File: config.mk
export PLATFORM = sky130hd
export DESIGN_NAME = vend_txn_controller
export DESIGN_NICKNAME = d
export VERILOG_FILES = /design/src/rtl/vend_txn_controller.sv
export SDC_FILE = /design/constraint.sdc
export NUM_CORES = 1
export LEC_CHECK = 0
export ABC_AREA = 1
export CAP_MARGIN = 20
export CELL_PAD_IN_SITES_DETAIL_PLACEMENT = 1
export CELL_PAD_IN_SITES_GLOBAL_PLACEMENT = 1
export CORE_ASPECT_RATIO = 1.4
export CORE_MARGIN = 3
export CORE_UTILIZATION = 35
export CTS_CLUSTER_DIAMETER = 200
export DETAILED_ROUTE_END_ITERATION = 10
export DONT_BUFFER_PORTS = 1
export PLACE_DENSITY = 0.65
export SLEW_MARGIN = 20
export SYNTH_ARGS = -nofsm -noshare
export SYNTH_HDL_FRONTEND = slang
export SYNTH_SLANG_ARGS = --single-unit
File: constraint.sdc
create_clock -name clk -period 2.5 [get_ports clk]
set_clock_uncertainty 0.15 [all_clocks]
set_input_delay 0.25 -clock clk [delete_from_list [all_inputs] [get_ports clk]]
set_output_delay 0.25 -clock clk [all_outputs]
set_load 0.1 [all_outputs]
File: src/rtl/vend_txn_controller.sv
// ----------------------------------------------------------------------------
// vend_txn_controller
//
// Transaction controller for the vending machine. Two coin slots share one
// credit accumulator through round-robin arbitration and a req/ack handshake.
// Once the credit reaches the price, the product is released and any excess is
// returned as 5-unit change pulses. Cancel or an inactivity timeout in COLLECT
// refunds the whole credit as change pulses.
//
// Ports:
//   clk           system clock, rising edge
//   rst           synchronous, active-high reset
//   coin_req[1:0] per-slot request, held with coin_type stable until acked
//   coin_type[1:0] per-slot coin value: 0 = 5 units (1 credit), 1 = 10 units
//   cancel        level request to refund the current credit
//   coin_ack[1:0] registered one-hot, one-cycle acceptance pulse per slot
//   dispense      one-cycle product release pulse
//   change_pulse  one-cycle pulse per 5 units returned
//   busy          high while dispensing or returning change
//   credit        accumulated credit in 5-unit units
//
// Handshake: a slot's request is accepted at the edge where coin_ack[n] rises;
// the credit increment is visible in the same cycle as the ack. The requester
// drops or changes its request at the edge after it sees the ack. No grant is
// made while coin_ack is high, so a request still held during the ack cycle is
// never accepted twice.
//
// Output pulses (coin_ack, dispense, change_pulse) are registered at the edge
// that applies their credit effect, so each pulse appears together with the
// updated credit value.
// ----------------------------------------------------------------------------
module vend_txn_controller #(
    parameter int PRICE_U  = 3,
    parameter int TIMEOUT  = 16,
    parameter int CREDIT_W = 4
) (
    input  logic                clk,
    input  logic                rst,
    input  logic [1:0]          coin_req,
    input  logic [1:0]          coin_type,
    input  logic                cancel,
    output logic [1:0]          coin_ack,
    output logic                dispense,
    output logic                change_pulse,
    output logic                busy,
    output logic [CREDIT_W-1:0] credit
);

    localparam logic [1:0] S_IDLE     = 2'd0;
    localparam logic [1:0] S_COLLECT  = 2'd1;
    localparam logic [1:0] S_DISPENSE = 2'd2;
    localparam logic [1:0] S_CHANGE   = 2'd3;

    localparam int                  TW      = $clog2(TIMEOUT + 1);
    localparam logic [CREDIT_W-1:0] PRICE_C = CREDIT_W'(PRICE_U);
    localparam logic [CREDIT_W-1:0] ONE_C   = CREDIT_W'(1);
    localparam logic [CREDIT_W-1:0] TWO_C   = CREDIT_W'(2);
    localparam logic [TW-1:0]       T_LAST  = TW'(TIMEOUT - 1);
    localparam logic [TW-1:0]       T_ONE   = TW'(1);

    logic [1:0]          state;
    logic [1:0]          state_nxt;
    logic                last_slot;     // slot granted most recently
    logic [TW-1:0]       tcnt;
    logic [TW-1:0]       tcnt_nxt;
    logic [CREDIT_W-1:0] credit_nxt;
    logic [CREDIT_W-1:0] credit_add;
    logic [CREDIT_W-1:0] coin_val;
    logic [1:0]          gnt;
    logic                can_grant;
    logic                dispense_nxt;
    logic                change_nxt;

    // Arbitration: a held request is ignored during its own ack cycle, and
    // cancel suppresses grants so a refund never races a new coin.
    always_comb begin
        can_grant = ((state == S_IDLE) || (state == S_COLLECT)) &&
                    !cancel && (coin_ack == 2'b00);
        gnt = 2'b00;
        if (can_grant) begin
            case (coin_req)
                2'b01:   gnt = 2'b01;
                2'b10:   gnt = 2'b10;
                2'b11:   gnt = last_slot ? 2'b01 : 2'b10;
                default: gnt = 2'b00;
            endcase
        end
        coin_val = '0;
        if (gnt[0]) begin
            coin_val = coin_type[0] ? TWO_C : ONE_C;
        end else if (gnt[1]) begin
            coin_val = coin_type[1] ? TWO_C : ONE_C;
        end
        credit_add = credit + coin_val;
    end

    always_comb begin
        state_nxt    = state;
        credit_nxt   = credit;
        tcnt_nxt     = tcnt;
        dispense_nxt = 1'b0;
        change_nxt   = 1'b0;
        case (state)
            S_IDLE: begin
                tcnt_nxt = '0;
                if (gnt != 2'b00) begin
                    credit_nxt = credit_add;
                    state_nxt  = (credit_add >= PRICE_C) ? S_DISPENSE : S_COLLECT;
                end
            end
            S_COLLECT: begin
                if (cancel) begin
                    state_nxt = S_CHANGE;
                    tcnt_nxt  = '0;
                end else if (gnt != 2'b00) begin
                    credit_nxt = credit_add;
                    tcnt_nxt   = '0;
                    if (credit_add >= PRICE_C) begin
                        state_nxt = S_DISPENSE;
                    end
                end else if (tcnt == T_LAST) begin
                    state_nxt = S_CHANGE;
                    tcnt_nxt  = '0;
                end else begin
                    tcnt_nxt = tcnt + T_ONE;
                end
            end
            S_DISPENSE: begin
                dispense_nxt = 1'b1;
                credit_nxt   = credit - PRICE_C;
                state_nxt    = (credit == PRICE_C) ? S_IDLE : S_CHANGE;
            end
            S_CHANGE: begin
                // Credit is always non-zero on entry; the zero guard only keeps
                // the counter from wrapping if that ever fails to hold.
                change_nxt = (credit != '0);
                credit_nxt = (credit != '0) ? (credit - ONE_C) : '0;
                if (credit <= ONE_C) begin
                    state_nxt = S_IDLE;
                end
            end
            default: begin
                state_nxt = S_IDLE;
            end
        endcase
    end

    always_ff @(posedge clk) begin
        if (rst) begin
            state        <= S_IDLE;
            credit       <= '0;
            tcnt         <= '0;
            last_slot    <= 1'b1;   // makes slot 0 the first winner
            coin_ack     <= 2'b00;
            dispense     <= 1'b0;
            change_pulse <= 1'b0;
            busy         <= 1'b0;
        end else begin
            state        <= state_nxt;
            credit       <= credit_nxt;
            tcnt         <= tcnt_nxt;
            coin_ack     <= gnt;
            dispense     <= dispense_nxt;
            change_pulse <= change_nxt;
            busy         <= (state_nxt == S_DISPENSE) || (state_nxt == S_CHANGE);
            if (gnt != 2'b00) begin
                last_slot <= gnt[1];
            end
        end
    end

endmodule

==> reports/qor.yml <==
run_status:
  status: "finished, final reports clean"
critical_path:
  worst_path_largest_cell_delay_ns: 0.41
  cp_data_required_time_ns: 2.54
  timing.setup.critical_path_class: "flop to flop"
  crit_path_start_kind: "flop"
  cp-end-kind: "flop"
  critical_path_peak_fanout: 3
  crit_slowest_cell: "fa_1"
  timing.rr.start: "last_slot$_SDFFE_PP1N_"
  crit_arrival_ns: 2.38
  critical_path.startpoint: "last_slot$_SDFFE_PP1N_"
  worstPathCellList: "a21oi_1 -> nand3_1 -> nor2_1 -> o21a_1 -> ha_1 -> inv_1 -> fa_1 -> xnor2_2 -> nor2_1 -> nand2_1 -> nand2_1 -> nor2_1 -> nor2_1"
  crit_path_frequent_cell: "nor2_1"
  cell_count_of_the_worst_reg_to_reg_path: 13
placed_design:
  dp.cells: 213
  portBuffers: 0
  detailedPlacementHpwl_mm: 2.45
  place_congestion: 0.819
sta:
  min_period_over_period: 0.938
  setup-tns-final_ns: 0
  slew_headroom: 0.680
  tightestPinTransition_ns: 0.479
  fmaxAchievable_mhz: 426
  fin_crit_ns: 2.35
  worst_hold_slack_ns: 0.0659
  hold_violations: 0
  report.final.setup_viol: 0
  timing.final.max_slew_violations: 0
hold_path:
  launch_instance_of_the_worst_min_delay_path: "coin_req[0]"
  hold-path-cell-count: 2
  hp-class: "input pin to flop"
cells_and_area:
  layout.nets: 196
  antenna_cells_inserted: 0
  final.fill_count: 411
  non_filler_cells_final: 218
  drive_gt1_frac: 0.171
  flow.area_growth_from_synthesis_pct: 17.2
  utilization_after_layout: 0.435
logic_synthesis:
  postSynthRegisterBits: 16
  synthDistinctLibCells: 24
  netlist_area_pre_place_um2: 1090
  avgSynthCellArea_um2: 6.45
  synth_seq_area_share: 0.294
  postSynthCellCount: 169
  syn-num-nets: 183
  synth-warning-count: 0
detailed_routing:
  ant_nets: 0
  drc: 0
  detailroute.via_count: 1081
  routed_wirelength_mm: 3.02
  viasPerCell: 4.96
  route.detailed.wl_per_inst_um: 13.8
  first_iter_violations: 15
  detail_route.first_pass.iterations: 4
pwr:
  report.power.total_mw: 1.59
  ir_worst_vdd_mv: 0.811
  power.density_cell_area_nw_per_um2: 1240
  power.leakage_nw: 0.596
floorplan:
  ioPinCount: 16
  dieWidth_um: 53.2
  die-area_um2: 3830
  starting_density: 0.371
  row_count: 23
  dieHeight_um: 72.0
  core_area_um2: 2940
grt:
  grt_pass1_vias: 1143
  number_of_antenna_violations_at_the_first_check_in_global_routing: 0
  global_route.usage.total: 0.180
  grt_first_pass_wirelength_mm: 5.11
  grt-ovfl-total: 0
  grt_start_max_net_pins: 13
clock_network:
  cts_setup_buffers: 0
  path_clk_slew_ns: 0.06
  clock_latency_ns: 0.25
  ctsLongestPathBuffers: 2
  clk_root_buffer_cell: "clkbuf_8"
  cts.htree.levels: 1
  tritoncts.num_buffers: 3
  tritoncts_num_sinks: 16
  cts_tree: "built"
job:
  timing.max_cap.violations: 0
per-stage QoR:
stage          area (µm²)  worst slack [ns]
2_1_floorplan        1100            0.0291
3_3_place_gp         1190             0.180
3_5_place_dp         1190            0.0654
4_1_cts              1260            0.0377
5_1_grt              1280           -0.0128
6_report             1280             0.154
repair_timing:
item                                    CTS  global route
endpoints found under the setup margin    0             3
endpoints found under the hold margin     5             0
hold buffers                              1             0
gates resized for setup                   0             4
cells by family (layout without fill, tap and decap cells):
| group | count (synthesis) | after routing | share of synthesized area |
|---|---|---|---|
| and+or+nand+nor | 94 | 94 | 0.371 |
| buffers and inverters | 27 | 39 | 0.103 |
| AOI/OAI and AO/OA | 22 | 22 | 0.121 |
| DFF | 16 | 16 | 0.294 |
| adders and majority gates | 7 | 7 | 0.0873 |
| xor gates and xnor gates | 3 | 3 | 0.0241 |
path summary, 6_finish.rpt:
path,endpoint,slack (ns)
hold / removal,coin_ack[0]$_SDFF_PP0_,0.07
hold reg to reg,tcnt[4]$_SDFFE_PP0N_,0.30
setup / recovery,flop,0.15
setup reg to reg,flop,0.15
metal layers:
layer  routed length, µm  GRT usage
met1                1120      0.192
met2                1750      0.344
met3                  81     0.0226
met4                  67     0.0653
met5                   0          0
power breakdown:
part	switching [mW]	internal (mW)
Combinational	0.707	0.257
Clock	0.0896	0.140
Sequential	0.0822	0.316
Total	0.879	0.712
cells in the final DEF, fill, tap and decap left out, drive strengths merged:
cell type | netlist | final
o21a | 1 | 1
nand3b | 1 | 1
buf | 2 | 9
nand3 | 15 | 15
nor2 | 29 | 29
clkinv | 1 | 1
nand2 | 45 | 45
inv | 24 | 24
ha | 6 | 6
fa | 1 | 1
xnor2 | 2 | 2
o21ai | 10 | 10
xor2 | 1 | 1
clkbuf | 0 | 4
o211ai | 1 | 1
dfxtp | 16 | 16
dlygate4sd3 | 0 | 1
nand4 | 3 | 3
nor3 | 1 | 1
a21oi | 10 | 10
final cells by class:
cell class | count | area (µm²) | area share
clock buffers | 4 | 55.1 | 0.0431
inverters | 25 | 93.8 | 0.0735
multi-input cells | 126 | 677 | 0.530
flip-flops and latches | 16 | 328 | 0.257
well taps | 37 | 46.3 | 0.0362
repair buffers | 10 | 77.6 | 0.0607
synthesized netlist by cell type:
master     n  area share
fa_1       1       0.018
buf_4      1      0.0069
clkinv_1   1      0.0034
nand4_1    3       0.017
nand2_2    3       0.017
o211ai_2   1       0.011
o21a_1     1      0.0069
nand3_1   15       0.069
inv_1     22       0.076
xor2_1     1      0.0080
nor2_1    24       0.083
a21oi_1    9       0.041
nor3_1     1      0.0046
ha_1       6       0.069
dfxtp_1   16        0.29
inv_2      2      0.0069
xnor2_1    2       0.016
nand2_1   42        0.14
buf_6      1       0.010
o21ai_0    8       0.037
nor2_2     5       0.029
nand3b_1   1      0.0069
a21oi_4    1       0.015
o21ai_1    2      0.0092
worst max-delay path, delay by kind of cell, from the launching register on:
family	cells	cell delay [ns]
xor gates and xnor gates	1	0.16
adders and majority gates	2	0.59
buffers and inverters	1	0.07
AOI/OAI and AO/OA	2	0.29
and+or+nand+nor	7	0.71
DFF	1	0.33
(Power assumes the default switching activity.)
